--- src/rtl/usb_tx_line_pkg.sv ---
// Shared types and constants for the full-speed USB transmit line driver.
//   d_port_t   : {dp,dn} pair driven to the PHY
//   USB_J/K/SE0: line symbols
//   tx_state_t : transmit sequencing states
package usb_tx_line_pkg;

  typedef struct packed {
    logic dp;
    logic dn;
  } d_port_t;

  localparam d_port_t USB_J   = '{dp: 1'b1, dn: 1'b0};
  localparam d_port_t USB_K   = '{dp: 1'b0, dn: 1'b1};
  localparam d_port_t USB_SE0 = '{dp: 1'b0, dn: 1'b0};

  // SYNC pattern, sent LSB first: 0000_0001
  localparam logic [7:0] SYNC_BYTE = 8'h80;

  // Consecutive data ones that force a stuffed zero
  localparam int unsigned ONES_MAX = 6;
  localparam int unsigned ONES_W   = 3;

  typedef enum logic [2:0] {
    IDLE,
    SYNC,
    DATA,
    EOP_SE0,
    EOP_J
  } tx_state_t;

endpackage

--- src/rtl/usb_tx_nrzi.sv ---
// Bit stuffer and NRZI encoder for the transmit path.
//   clk, rst_n   : clock, async active-low reset
//   clear        : restart at level J with the ones-counter at zero
//   bit_en       : a new line bit starts on this edge
//   data_bit     : data bit for that slot (ignored when a stuff bit is due)
//   stuff_req_c  : next slot must be a stuffed zero (six ones already sent)
//   level_c      : line level for the bit starting this edge (1 = J, 0 = K)
module usb_tx_nrzi
  import usb_tx_line_pkg::*;
(
  input  logic clk,
  input  logic rst_n,
  input  logic clear,
  input  logic bit_en,
  input  logic data_bit,
  output logic stuff_req_c,
  output logic level_c
);

  logic              lvl;
  logic              lvl_n;
  logic [ONES_W-1:0] ones;
  logic [ONES_W-1:0] ones_n;
  logic              base_lvl;
  logic [ONES_W-1:0] base_ones;

  // Kept separate from the update logic so the requester sees only registers
  assign stuff_req_c = (ones == ONES_W'(ONES_MAX));

  // Stuff insertion and NRZI toggle: a zero (real or stuffed) toggles the line
  always_comb begin
    base_lvl  = clear ? 1'b1 : lvl;
    base_ones = clear ? '0 : ones;
    lvl_n     = base_lvl;
    ones_n    = base_ones;
    if (bit_en) begin
      if (base_ones == ONES_W'(ONES_MAX)) begin
        lvl_n  = ~base_lvl;
        ones_n = '0;
      end else if (!data_bit) begin
        lvl_n  = ~base_lvl;
        ones_n = '0;
      end else begin
        ones_n = base_ones + ONES_W'(1);
      end
    end
  end

  assign level_c = lvl_n;

  always_ff @(posedge clk or negedge rst_n) begin
    if (!rst_n) begin
      lvl  <= 1'b1;
      ones <= '0;
    end else begin
      lvl  <= lvl_n;
      ones <= ones_n;
    end
  end

endmodule

--- src/rtl/usb_tx_line.sv ---
// Full-speed USB transmit line driver: SYNC, bit-stuffed NRZI bytes, EOP.
//   clk, rst_n : USB clock, async active-low reset
//   tx_data    : packet byte, LSB first
//   tx_valid   : byte valid; low at a byte boundary ends the packet
//   tx_ready   : byte accepted on an edge with tx_valid & tx_ready
//   d          : {dp,dn} to the PHY
//   d_oe       : PHY output enable
//   tx_busy    : packet in progress
// The byte accepted in IDLE is the first data byte, so SYNC runs straight
// into DATA; handshake pulses then pace every following byte.
module usb_tx_line
  import usb_tx_line_pkg::*;
#(
  parameter int unsigned CLKS_PER_BIT = 4
) (
  input  logic       clk,
  input  logic       rst_n,
  input  logic [7:0] tx_data,
  input  logic       tx_valid,
  output logic       tx_ready,
  output d_port_t    d,
  output logic       d_oe,
  output logic       tx_busy
);

  localparam int unsigned DIV_W   = (CLKS_PER_BIT > 1) ? $clog2(CLKS_PER_BIT) : 1;
  localparam int unsigned BIT_W   = 3;
  localparam logic [DIV_W-1:0] DIV_MAX  = DIV_W'(CLKS_PER_BIT - 1);
  localparam logic [BIT_W-1:0] BIT_LAST = BIT_W'(7);

  tx_state_t        state;
  tx_state_t        state_n;
  logic [DIV_W-1:0] div;
  logic [DIV_W-1:0] div_n;
  logic [BIT_W-1:0] bit_cnt;
  logic [BIT_W-1:0] bit_cnt_n;
  logic [7:0]       hold;
  logic [7:0]       hold_n;
  d_port_t          d_n;
  d_port_t          d_fix;
  logic             tx_ready_n;
  logic             oe_n;
  logic             tick;
  logic             accept;
  logic             load_line;
  logic             load_fix;
  logic             nrzi_clr;
  logic             nrzi_en;
  logic             nrzi_bit;
  logic             stuff_req_c;
  logic             line_level_c;

  usb_tx_nrzi u_nrzi (
    .clk         (clk),
    .rst_n       (rst_n),
    .clear       (nrzi_clr),
    .bit_en      (nrzi_en),
    .data_bit    (nrzi_bit),
    .stuff_req_c (stuff_req_c),
    .level_c     (line_level_c)
  );

  assign tick   = (div == DIV_MAX);
  assign accept = tx_valid & tx_ready;

  // Next-state, bit sequencing and handshake
  always_comb begin
    state_n   = state;
    div_n     = div;
    bit_cnt_n = bit_cnt;
    hold_n    = hold;
    nrzi_clr  = 1'b0;
    nrzi_en   = 1'b0;
    nrzi_bit  = 1'b0;
    load_line = 1'b0;
    load_fix  = 1'b0;
    d_fix     = USB_J;

    if (state != IDLE) begin
      div_n = tick ? '0 : div + DIV_W'(1);
    end

    unique case (state)
      IDLE: begin
        if (accept) begin
          hold_n    = tx_data;
          state_n   = SYNC;
          bit_cnt_n = '0;
          nrzi_clr  = 1'b1;
          nrzi_en   = 1'b1;
          nrzi_bit  = SYNC_BYTE[0];
          load_line = 1'b1;
        end
      end
      SYNC, DATA: begin
        if (tick) begin
          if (stuff_req_c) begin
            // stuffed zero: no data bit consumed
            nrzi_en   = 1'b1;
            load_line = 1'b1;
          end else if (bit_cnt != BIT_LAST) begin
            bit_cnt_n = bit_cnt + BIT_W'(1);
            nrzi_en   = 1'b1;
            load_line = 1'b1;
            nrzi_bit  = (state == SYNC) ? SYNC_BYTE[bit_cnt_n] : hold[bit_cnt_n];
          end else if (state == SYNC) begin
            state_n   = DATA;
            bit_cnt_n = '0;
            nrzi_en   = 1'b1;
            load_line = 1'b1;
            nrzi_bit  = hold[0];
          end else if (accept) begin
            hold_n    = tx_data;
            bit_cnt_n = '0;
            nrzi_en   = 1'b1;
            load_line = 1'b1;
            nrzi_bit  = tx_data[0];
          end else begin
            state_n   = EOP_SE0;
            bit_cnt_n = '0;
            load_fix  = 1'b1;
            d_fix     = USB_SE0;
          end
        end
      end
      EOP_SE0: begin
        if (tick) begin
          if (bit_cnt == '0) begin
            bit_cnt_n = BIT_W'(1);
          end else begin
            state_n   = EOP_J;
            bit_cnt_n = '0;
            load_fix  = 1'b1;
            d_fix     = USB_J;
          end
        end
      end
      EOP_J: begin
        if (tick) begin
          state_n  = IDLE;
          nrzi_clr = 1'b1;
          load_fix = 1'b1;
          d_fix    = USB_J;
        end
      end
      default: state_n = IDLE;
    endcase

    // Pulse in the last clk of a byte's final bit, or of its trailing stuff bit
    tx_ready_n = (state_n == IDLE) ||
                 ((state_n == DATA) && (div_n == DIV_MAX) &&
                  (bit_cnt_n == BIT_LAST) && !stuff_req_c);
    oe_n = (state_n != IDLE);
  end

  // Line symbol for the next clk
  always_comb begin
    d_n = d;
    if (load_line) begin
      d_n = line_level_c ? USB_J : USB_K;
    end else if (load_fix) begin
      d_n = d_fix;
    end
  end

  always_ff @(posedge clk or negedge rst_n) begin
    if (!rst_n) begin
      state    <= IDLE;
      div      <= '0;
      bit_cnt  <= '0;
      hold     <= '0;
      d        <= USB_J;
      d_oe     <= 1'b0;
      tx_ready <= 1'b1;
      tx_busy  <= 1'b0;
    end else begin
      state    <= state_n;
      div      <= div_n;
      bit_cnt  <= bit_cnt_n;
      hold     <= hold_n;
      d        <= d_n;
      d_oe     <= oe_n;
      tx_ready <= tx_ready_n;
      tx_busy  <= oe_n;
    end
  end

endmodule
--- config.mk ---
export PLATFORM = sky130hd
export DESIGN_NAME = usb_tx_line
export DESIGN_NICKNAME = d
export VERILOG_FILES = /design/src/rtl/usb_tx_line_pkg.sv /design/src/rtl/usb_tx_nrzi.sv /design/src/rtl/usb_tx_line.sv
export SDC_FILE = /design/constraint.sdc
export NUM_CORES = 1
export LEC_CHECK = 0
export ABC_AREA = 1
export BUFFER_PORTS_ARGS = -buffer_cell sky130_fd_sc_hd__buf_2
export CAP_MARGIN = 30
export CORE_MARGIN = 5
export CORE_UTILIZATION = 55
export CTS_BUF_LIST = sky130_fd_sc_hd__clkbuf_4 sky130_fd_sc_hd__clkbuf_8
export CTS_CLUSTER_DIAMETER = 200
export CTS_CLUSTER_SIZE = 10
export DETAILED_ROUTE_END_ITERATION = 10
export HOLD_SLACK_MARGIN = 0.08
export PLACE_DENSITY = 0.78
export SLEW_MARGIN = 15
export SYNTH_ARGS = -nofsm -noshare
export SYNTH_HDL_FRONTEND = slang
export SYNTH_SLANG_ARGS = --single-unit
--- constraint.sdc ---
create_clock -name clk -period 2.1 [get_ports clk]
set_clock_uncertainty 0.15 [all_clocks]
set_input_delay 0.525 -clock clk [delete_from_list [all_inputs] [get_ports clk]]
set_output_delay 0.525 -clock clk [all_outputs]
set_load 0.05 [all_outputs]
# Yosys cells after proc, flatten, opt, wreduce, memory -nomap -nowiden
# Memories as Yosys holds them, arrays and structs flattened.
# Index checks and enable logic that the tools add are counted.
# op_classes
shifts	0
n_div	0
mux	68
n_addsub	3
eq_ne	15
bitwise_logic	2
n_reduce_logical	14
order_cmp	1
mul	0
# ops
op	count
3-bit two-way mux	18
8-bit two-way mux	5
1-bit two-way mux	27
2-bit two-way mux	11
8-bit one-hot mux with 2 select lines	1
3-bit equality test, second input constant	4
3-bit one-hot mux with 4 select lines	1
3-bit by 2-bit equality test with 1-bit output, second input constant	3
3-bit logical NOT	3
3-bit one-hot mux with 3 select lines	1
2-bit != test, second input constant	4
3-bit by 1-bit adder with 3-bit output, second input constant	2
3-bit nonzero test	2
5-bit AND reduction	1
2-bit equality test, second input constant	2
3-bit by 4-bit < comparator with 1-bit output, second input constant	1
1-bit one-hot mux with 2 select lines	2
2-bit nonzero test	2
1-bit binary-select mux with 3-bit select	1
3-bit by 1-bit equality test with 1-bit output, second input constant	1
1-bit logical AND	3
3-bit != test, second input constant	1
1-bit one-hot mux with 3 select lines	1
2-bit by 1-bit adder with 2-bit output, second input constant	1
5 further kinds	5
# totals
out_inout_bits	5
mem_bits_ro	8
n_memories	1
input_bits	11
latch_bits	0
ramBits	0
reg_bits	24
# mem_list
name	words	width	rd	rd_ports_with_merged_regs	write_ports	line	rtl
(no name shown)	8	1	1	0	0	usb_tx_line.sv:105	nrzi_bit = (state == SYNC) ? SYNC_BYTE[bit_cnt_n] : hold[bit_cnt_n];

# Longest topological paths before layout
# Gate-level depths: netlist of the first run.
# depth
depth_word	13
depth_mapped	16
mapped_depth_nobuf	16

# Cells and area by module
# A second synthesis of the first run with hierarchy kept.
# unflattened
hier_cells	213
hier_area_um2	1542.7
# modules_own_cells
mod	seq_area_each_um2	n_inst	cells_per_inst	area_each_um2
usb_tx_line	503.0	1	182	1305.0
usb_tx_nrzi	101.3	1	31	237.7

# Least setup slack after synthesis of the first run
# OpenSTA, ideal clock, no wires.
# synth_path
path_type	flip-flop to flip-flop
startpoint	register tx_ready
endpoint	register d[0] (netlist name)
synth_period_minus_slack_ns	2.313
setup_time_ns	0.125
setup_slack_ns	-0.213
arrival_ns	2.038
required_ns	1.825
stages_incl_launch_ff	16
path_buffers	0
path_cell_list	dfstp_2 nand2_1 inv_1 nand2_2 nand2_1 nor2_1 inv_1 ha_1 inv_1 nor2_2 inv_1 nand3_2 nand2_2 xor2_2 inv_2 o22ai_2
# synth_via
elab_chain_len	12
word_cells_on_any_way	30
classes_between	eq/ne (1); mux (26); bitwise (2); reduce/logical (1)
# synth_rtl
item	line	rtl
start: declaration	usb_tx_line.sv:20	output logic tx_ready,
start signal: assignment	usb_tx_line.sv:183	tx_ready <= tx_ready_n;
1-bit bitwise AND (*)	usb_tx_line.sv:64	assign accept = tx_valid & tx_ready;
1-bit two-way mux	usb_tx_line.sv:112	end else if (accept) begin
1-bit two-way mux	usb_tx_line.sv:106	end else if (state == SYNC) begin
1-bit two-way mux	usb_tx_line.sv:101	end else if (bit_cnt != BIT_LAST) begin
1-bit two-way mux	usb_tx_line.sv:97	if (stuff_req_c) begin
1-bit two-way mux	usb_tx_line.sv:96	if (tick) begin
1-bit two-way mux	n/a	
1-bit two-way mux	usb_tx_nrzi.sv:40	end else if (!data_bit) begin
1-bit two-way mux	usb_tx_nrzi.sv:37	if (base_ones == ONES_W'(ONES_MAX)) begin
1-bit two-way mux (*)	usb_tx_nrzi.sv:36	if (bit_en) begin
named net line_level_c	usb_tx_line.sv:51	logic line_level_c;
2-bit two-way mux (*)	usb_tx_line.sv:160	d_n = line_level_c ? USB_J : USB_K;
2-bit two-way mux (*)	usb_tx_line.sv:159	if (load_line) begin
end signal: assignment	usb_tx_line.sv:181	d <= d_n;
end: declaration	usb_tx_line.sv:21	output d_port_t d,
# Mark *: on every way through the listed nets, which the timed path passes. The rest lies on a longest branch.
# A chain may end at the register's enable or synchronous reset.

# Final worst setup path of the first run
# layout_path
startpoint	register bit_cnt[0]
endpoint	register d[1] (netlist name)
# layout_via
elab_chain_len	13
word_cells_on_any_way	33
classes_between	add/sub (1); eq/ne (1); mux (28); reduce/logical (2); memory (1)
# layout_rtl
item	line	rtl
start: declaration	usb_tx_line.sv:35	logic [BIT_W-1:0] bit_cnt;
start signal: assignment	usb_tx_line.sv:179	bit_cnt <= bit_cnt_n;
3-bit by 1-bit adder with 3-bit output	usb_tx_line.sv:102	bit_cnt_n = bit_cnt + BIT_W'(1);
memory read 8 x 1 bit or 1-bit binary-select mux with 3-bit select (tied branches)	n/a	
1-bit two-way mux (implied by the code)	usb_tx_line.sv:105	
1-bit two-way mux	usb_tx_line.sv:105	
1-bit two-way mux	usb_tx_line.sv:101	
1-bit two-way mux	usb_tx_line.sv:97	
1-bit two-way mux	usb_tx_line.sv:96	
1-bit two-way mux	n/a	
1-bit two-way mux	usb_tx_nrzi.sv:40	
1-bit two-way mux	usb_tx_nrzi.sv:37	
1-bit two-way mux	usb_tx_nrzi.sv:36	
2-bit two-way mux	usb_tx_line.sv:160	
2-bit two-way mux	usb_tx_line.sv:159	
# Parallel ways exist; a longest one is shown, timed or not. The select of a mux whose other input is x is not followed.

==> results.sh, run 1 <==
export IMPL_grt_use_total=0.203
export IMPL_firstDrtPassIters=4
export IMPL_rows=19
export IMPL_cp_end_kind="register"
export IMPL_overflow=0
export IMPL_antenna_found_initial=0
export IMPL_clk_pin_slew_worst_paths_ns=0.13
export IMPL_status="finished with violations"
export IMPL_path_common_cell="nand2_1"
export IMPL_io_pins=16
export IMPL_io_buffer_count=15
export IMPL_ys_seq_elements=24
export IMPL_hold_viol=0
export IMPL_required_ns=2.23
export IMPL_vias=1533
export IMPL_cts_tree="done"
export IMPL_final_cell_count_no_fill=273
export IMPL_area_growth_pct=30.8
export IMPL_fin_ws_ns=-0.0255
export IMPL_crit_type="register to register"
export IMPL_gp_congestion=0.993
export IMPL_drt_iter0_drc=107
export IMPL_min_period_ns=2.13
export IMPL_netlist_area_um2=1600
export IMPL_nets=261
export IMPL_grt_pass1_wl_mm=6.67
export IMPL_fillerInstances=204
export IMPL_synth_fa_ha_area_frac=0.0549
export IMPL_crit_buf_inv=0
export IMPL_p_leak_nw=1.01
export IMPL_synth_edff_count=0
export IMPL_dp_cells=257
export IMPL_cp_top_family="simple AND/OR/NAND/NOR gates"
export IMPL_arrival_ns=2.25
export IMPL_yosys_area_share_simple=0.310
export IMPL_wl_per_cell_um=15.5
export IMPL_clock_sinks=24
export IMPL_start_util=0.579
export IMPL_synth_cells=200
export IMPL_crit_path_start_kind="register"
export IMPL_syn_num_nets=218
export IMPL_diodes=0
export IMPL_synth_ff_type="dfrtp_1"
export IMPL_p_comb_frac=0.676
export IMPL_cap_violations=0
export IMPL_violations="negative setup slack"
export IMPL_coreArea_um2=2760
export IMPL_syn_area_per_cell_um2=7.98
export IMPL_critPathMaxStageDelay_ns=0.47
export IMPL_slew_viol_final=0
export IMPL_crit_fanout=4
export IMPL_htreeDepth=1
export IMPL_grt_pass1_vias=1486
export IMPL_synth_top_family_by_area="simple AND/OR/NAND/NOR gates"
export IMPL_die_x_um=63.9
export IMPL_vdd_ir_drop_max_uv=1420
export IMPL_p_per_area_nw_per_um2=1740
export IMPL_clk_latency_ns=0.33
export IMPL_ys_types=36
export IMPL_synth_top_cell_by_area="dfrtp_1"
export IMPL_clkPwrFrac=0.094
export IMPL_cts_buffer_depth=2
export IMPL_max_freq_mhz=470
export IMPL_post_route_period_util=1.01
export IMPL_antenna_left=0
export IMPL_yosysMostFrequentCell="nand2_1"
export IMPL_netlist_area_leader_share=0.329
export IMPL_yosys_warnings=0
export IMPL_grt_max_degree=25
export IMPL_drt_wl_total_mm=4.24
export IMPL_ys_top_cells_by_count="nand2_1, inv_1, dfrtp_1, nor2_1, nand3_1"
export IMPL_place_hpwl_mm=2.79
export IMPL_async_flop_share=1.00
export IMPL_tightest_slew_ns=0.537
export IMPL_cts_buffers=3
export IMPL_synth_compound_area_share=0.133
export IMPL_seq_area_frac_synth=0.379
export IMPL_swShare=0.489
export IMPL_rsz0062_at_grt="yes"
export IMPL_drcViolationCount=0
export IMPL_via_per_inst=5.62
export IMPL_synth_xor_area_share=0.0157
export IMPL_dp_slack_ns=-0.0883
export IMPL_cellInternalPower_mw=1.85
export IMPL_p_sw_mw=1.77
export IMPL_pwr_share_seq=0.230
export IMPL_hold_path_class="primary input to register"
export IMPL_slowest_stage="dfrtp_2"
export IMPL_setup_viol=2
export IMPL_cts_root_buf="clkbuf_4"
export IMPL_synthTopCellsByArea="dfrtp_1, nand2_1, inv_1"
export IMPL_slew_headroom=0.642
export IMPL_die_h_um=63.9
export IMPL_die_area_um2=4080
export IMPL_drive_gt1_frac=0.459
export IMPL_synthMuxAreaShare=0.00705
export IMPL_crit_chain="ha_4 -> ha_4 -> nand3b_1 -> nand3_2 -> nand2_2 -> nand2_4 -> nand2_2 -> nand4_1 -> nand2_1 -> nand2_1 -> nand2_1 -> nand2_1 -> nand2_1 -> nand2_1"
[area by class of cell]
type,instances,area [µm²],share of cell area
Multi-Input combinational cell,136,975,0.467
Sequential cell,24,608,0.291
Timing Repair Buffer,41,273,0.131
Inverter,37,141,0.0677
Tap cell,31,38.8,0.0186
Clock inverter,1,30.0,0.0144
Clock buffer,3,22.5,0.0108
[repair_timing]
item | CTS | global route
gates resized for setup | 8 | 27
setup endpoints to repair | 5 | 9
pin swaps | 1 | 20
hold buffers | 1 | 0
endpoints found under the hold margin | 21 | 0
setup buffers | 1 | 10
[worst paths after layout]
path | start | endpoint | slack (ns) | cells after the start
setup / recovery | bit_cnt[0] | d[1] | -0.03 | 14
hold / removal | tx_data[1] | hold[1] | 0.27 | 2
setup reg to reg | bit_cnt[0] | d[1] | -0.03 | 14
hold reg to reg | hold[4] | hold[4] | 0.37 | 2
max in group asynchronous | rst_n | bit_cnt[1] | 0.88 | 2
min in group asynchronous | rst_n | state[0] | 0.54 | 2
[through the flow]
| step | utilization | cell area (µm²) | power, mW | setup TNS, ns | hold WS, ns |
|---|---|---|---|---|---|
| 2_1_floorplan | - | 1610 | 2.30 | -0.0386 | 0.0794 |
| 3_3_place_gp | 0.657 | 1810 | 2.69 | 0 | 0.339 |
| 3_5_place_dp | 0.657 | 1810 | 2.75 | -0.0883 | 0.351 |
| 4_1_cts | 0.701 | 1930 | 3.22 | -0.00771 | 0.277 |
| 5_1_grt | 0.757 | 2090 | 3.88 | -0.506 | 0.260 |
| 6_report | 0.757 | 2090 | 3.62 | -0.0365 | 0.266 |
[logic make-up after synthesis]
logic type,Yosys count
AOI/OAI and AO/OA,30
buffers and inverters,40
and+or+nand+nor,96
adders and majority gates,7
DFF,24
muxes,1
xor gates and xnor gates,2
[routing by layer]
layer	routed length, µm	track usage	share of wire	vias up
li1	-	-	-	733
met1	1780	0.257	0.42	709
met2	2030	0.342	0.48	71
met3	280	0.0368	0.066	20
met4	149	0.0805	0.035	0
met5	0	0	0	-
[cell usage in the layout, fill, tap and decap left out, types with 2 or more instances in the layout]
master	count
nor2_2	3
buf_4	25
clkbuf_4	3
nand3_2	6
nand3_1	12
nand2_1	34
inv_1	22
o21ai_0	3
o221ai_1	2
nand4_1	3
dfrtp_1	18
nor2_1	13
nor2_4	7
o21ai_1	4
nand2_2	8
nand2_4	6
inv_2	14
dfrtp_2	3
dfstp_2	3
a21oi_1	9
o21ai_2	4
buf_2	15
ha_4	5
ha_1	2
o31ai_1	2
[sequential cells by signal, summed over array words and instances (netlist names)]
signal       cells
u_nrzi.ones      3
bit_cnt          3
u_nrzi.lvl       1
hold             8
div              2
d                2
tx_ready         1
state            3
tx_busy          1
[power groups by stage]
| stage | Sequential (mW) | Clock [mW] | Combinational, mW |
|---|---|---|---|
| floorplan | 0.928 | 0 | 1.37 |
| global placement | 0.794 | 0 | 1.90 |
| detailed placement | 0.805 | 0 | 1.95 |
| CTS | 0.808 | 0.347 | 2.07 |
| global route | 0.859 | 0.374 | 2.65 |
| finish | 0.833 | 0.342 | 2.45 |
No activity file was read; power rests on OpenSTA's default activity.
==> run 2: changes to the inputs <==
Settings changed: CORE_UTILIZATION 55 to 45, GPL_ROUTABILITY_DRIVEN set to 0, PLACE_DENSITY 0.78 to 0.66.
==> run 2 against run 1 <==
Effect of this change: the flow now finishes without violations; design area is 5.0% lower; die area rose by 19%; worst hold slack better by 0.017 ns; setup slack better by 0.062 ns; total power is 11% lower; register-to-register slack improved by 0.06 ns; sequential power down 4.4%; sequential share of layout area grew 1.4 points; sequential cell count unchanged; maximum frequency is 3.0% higher; combinational power shrank 10%; critical path depth unchanged; largest cell class unchanged.
==> results.sh, run 2 (synthesis results as in run 1) <==
export IMPL_arrival_ns=2.19
export IMPL_die_area_um2=4840
export IMPL_clock_sinks=24
export IMPL_grt_pass1_wl_mm=6.16
export IMPL_coreArea_um2=3390
export IMPL_status="finished clean"
export IMPL_max_freq_mhz=485
export IMPL_power_mw=3.24
export IMPL_cts_buffer_depth=2
export IMPL_crit_type="register to register"
export IMPL_p_per_area_nw_per_um2=1630
export IMPL_required_ns=2.23
export IMPL_io_pins=16
export IMPL_tns_ns=0
export IMPL_drt_wl_total_mm=3.63
export IMPL_antenna_left=0
export IMPL_wl_per_cell_um=12.9
export IMPL_tightest_slew_ns=0.536
export IMPL_hold_path_class="primary input to register"
export IMPL_nets=255
export IMPL_post_route_period_util=0.983
export IMPL_grt_use_total=0.157
export IMPL_firstDrtPassIters=5
export IMPL_grt_max_degree=25
export IMPL_slowest_stage="dfrtp_1"
export IMPL_overflow=0
export IMPL_setup_viol=0
export IMPL_cts_buffers=3
export IMPL_crit_path_start_kind="register"
export IMPL_io_buffer_count=15
export IMPL_multi_input_area_um2=916
export IMPL_cap_violations=0
export IMPL_top_register="hold"
export IMPL_diodes=0
export IMPL_hold_viol=0
export IMPL_antenna_found_initial=0
export IMPL_p_leak_nw=0.972
export IMPL_path_common_cell="nand2_1"
export IMPL_grt_pass1_vias=1348
export IMPL_startpoint="bit_cnt[0]"
export IMPL_via_per_inst=5.00
export IMPL_rrSetupSlack_ns=0.04
export IMPL_cp_end_kind="register"
export IMPL_layout_area_seq_um2=604
export IMPL_vias=1411
export IMPL_die_h_um=69.6
export IMPL_fin_ws_ns=0.0361
export IMPL_start_util=0.471
export IMPL_min_period_ns=2.06
export IMPL_cts_root_buf="clkbuf_4"
export IMPL_dp_slack_ns=-0.0249
export IMPL_largest_register_ffs=8
export IMPL_area_growth_pct=24.2
export IMPL_worstHoldStart="tx_data[1]"
export IMPL_vdd_ir_drop_max_uv=759
export IMPL_crit_chain="ha_2 -> ha_4 -> nand3b_1 -> nand3_2 -> nand2_2 -> nand2_2 -> nand2_2 -> nand4_1 -> nand2_1 -> nand2_1 -> nand2_1 -> nand2_1 -> nand2_1 -> nand2_1"
export IMPL_fillerInstances=319
export IMPL_timing_hold_ws_ns=0.283
export IMPL_place_hpwl_mm=2.85
export IMPL_critPathMaxStageDelay_ns=0.44
export IMPL_finish_utilization=0.585
export IMPL_rows=21
export IMPL_die_x_um=69.6
export IMPL_r2r_start="bit_cnt[0]"
export IMPL_rsz0062_at_grt="yes"
export IMPL_clk_latency_ns=0.33
export IMPL_cts_tree="done"
export IMPL_drcViolationCount=0
export IMPL_final_common_cell="nand2_1"
export IMPL_htreeDepth=1
export IMPL_crit_fanout=4
export IMPL_drt_iter0_drc=92
export IMPL_slew_viol_final=0
export IMPL_drive_gt1_frac=0.390
export IMPL_clk_pin_slew_worst_paths_ns=0.14
export IMPL_slew_headroom=0.639
export IMPL_final_cell_mix="nand2_1, inv_1, dfrtp_1"
run 2: layer usage:
layer  vias up  routed length [µm]  GRT usage
met5         -                   0          0
met4         0                  58     0.0412
met3         8                 180     0.0304
met2        39                1720      0.262
met1       646                1670      0.206
li1        718                   -          -
run 2: metrics by stage:
step,instance area (µm²),std cells
2_1_floorplan,1610,200
3_3_place_gp,1850,274
3_5_place_dp,1850,274
4_1_cts,1920,279
5_1_grt,1980,282
6_report,1980,282
run 2: worst max-delay path, delay by kind of cell, from the launching register on:
family                   cells  cell delay, ns
adder cells (fa/ha/maj)      2            0.49
flip-flops                   1            0.44
AND/OR/NAND/NOR             12            0.93
run 2: timing repair:
action,in CTS,in global routing
hold buffers,1,0
gates resized for setup,4,11
pin swaps,0,7
endpoints found under the setup margin,2,8
buffers inserted,0,3
hold endpoints to repair,21,0
run 2: worst paths after layout:
check                      cells past startpoint              to
max                                           14            d[1]
min                                            2         hold[1]
max reg2reg                                   14            d[1]
min reg2reg                                    2         hold[4]
max in group asynchronous                      2  u_nrzi.ones[1]
min in group asynchronous                      2         hold[7]
run 2: report_power, final:
part           switching [mW]  internal [mW]
Combinational            1.35          0.845
Clock                   0.141          0.106
Sequential              0.111          0.686
run 2: area by class of cell:
class | count | share of cell area
Multi-Input combinational cell | 136 | 0.462
Sequential cell | 24 | 0.305
Timing Repair Buffer | 35 | 0.115
Inverter | 37 | 0.0713
Tap cell | 46 | 0.0290
Clock buffer | 4 | 0.0183
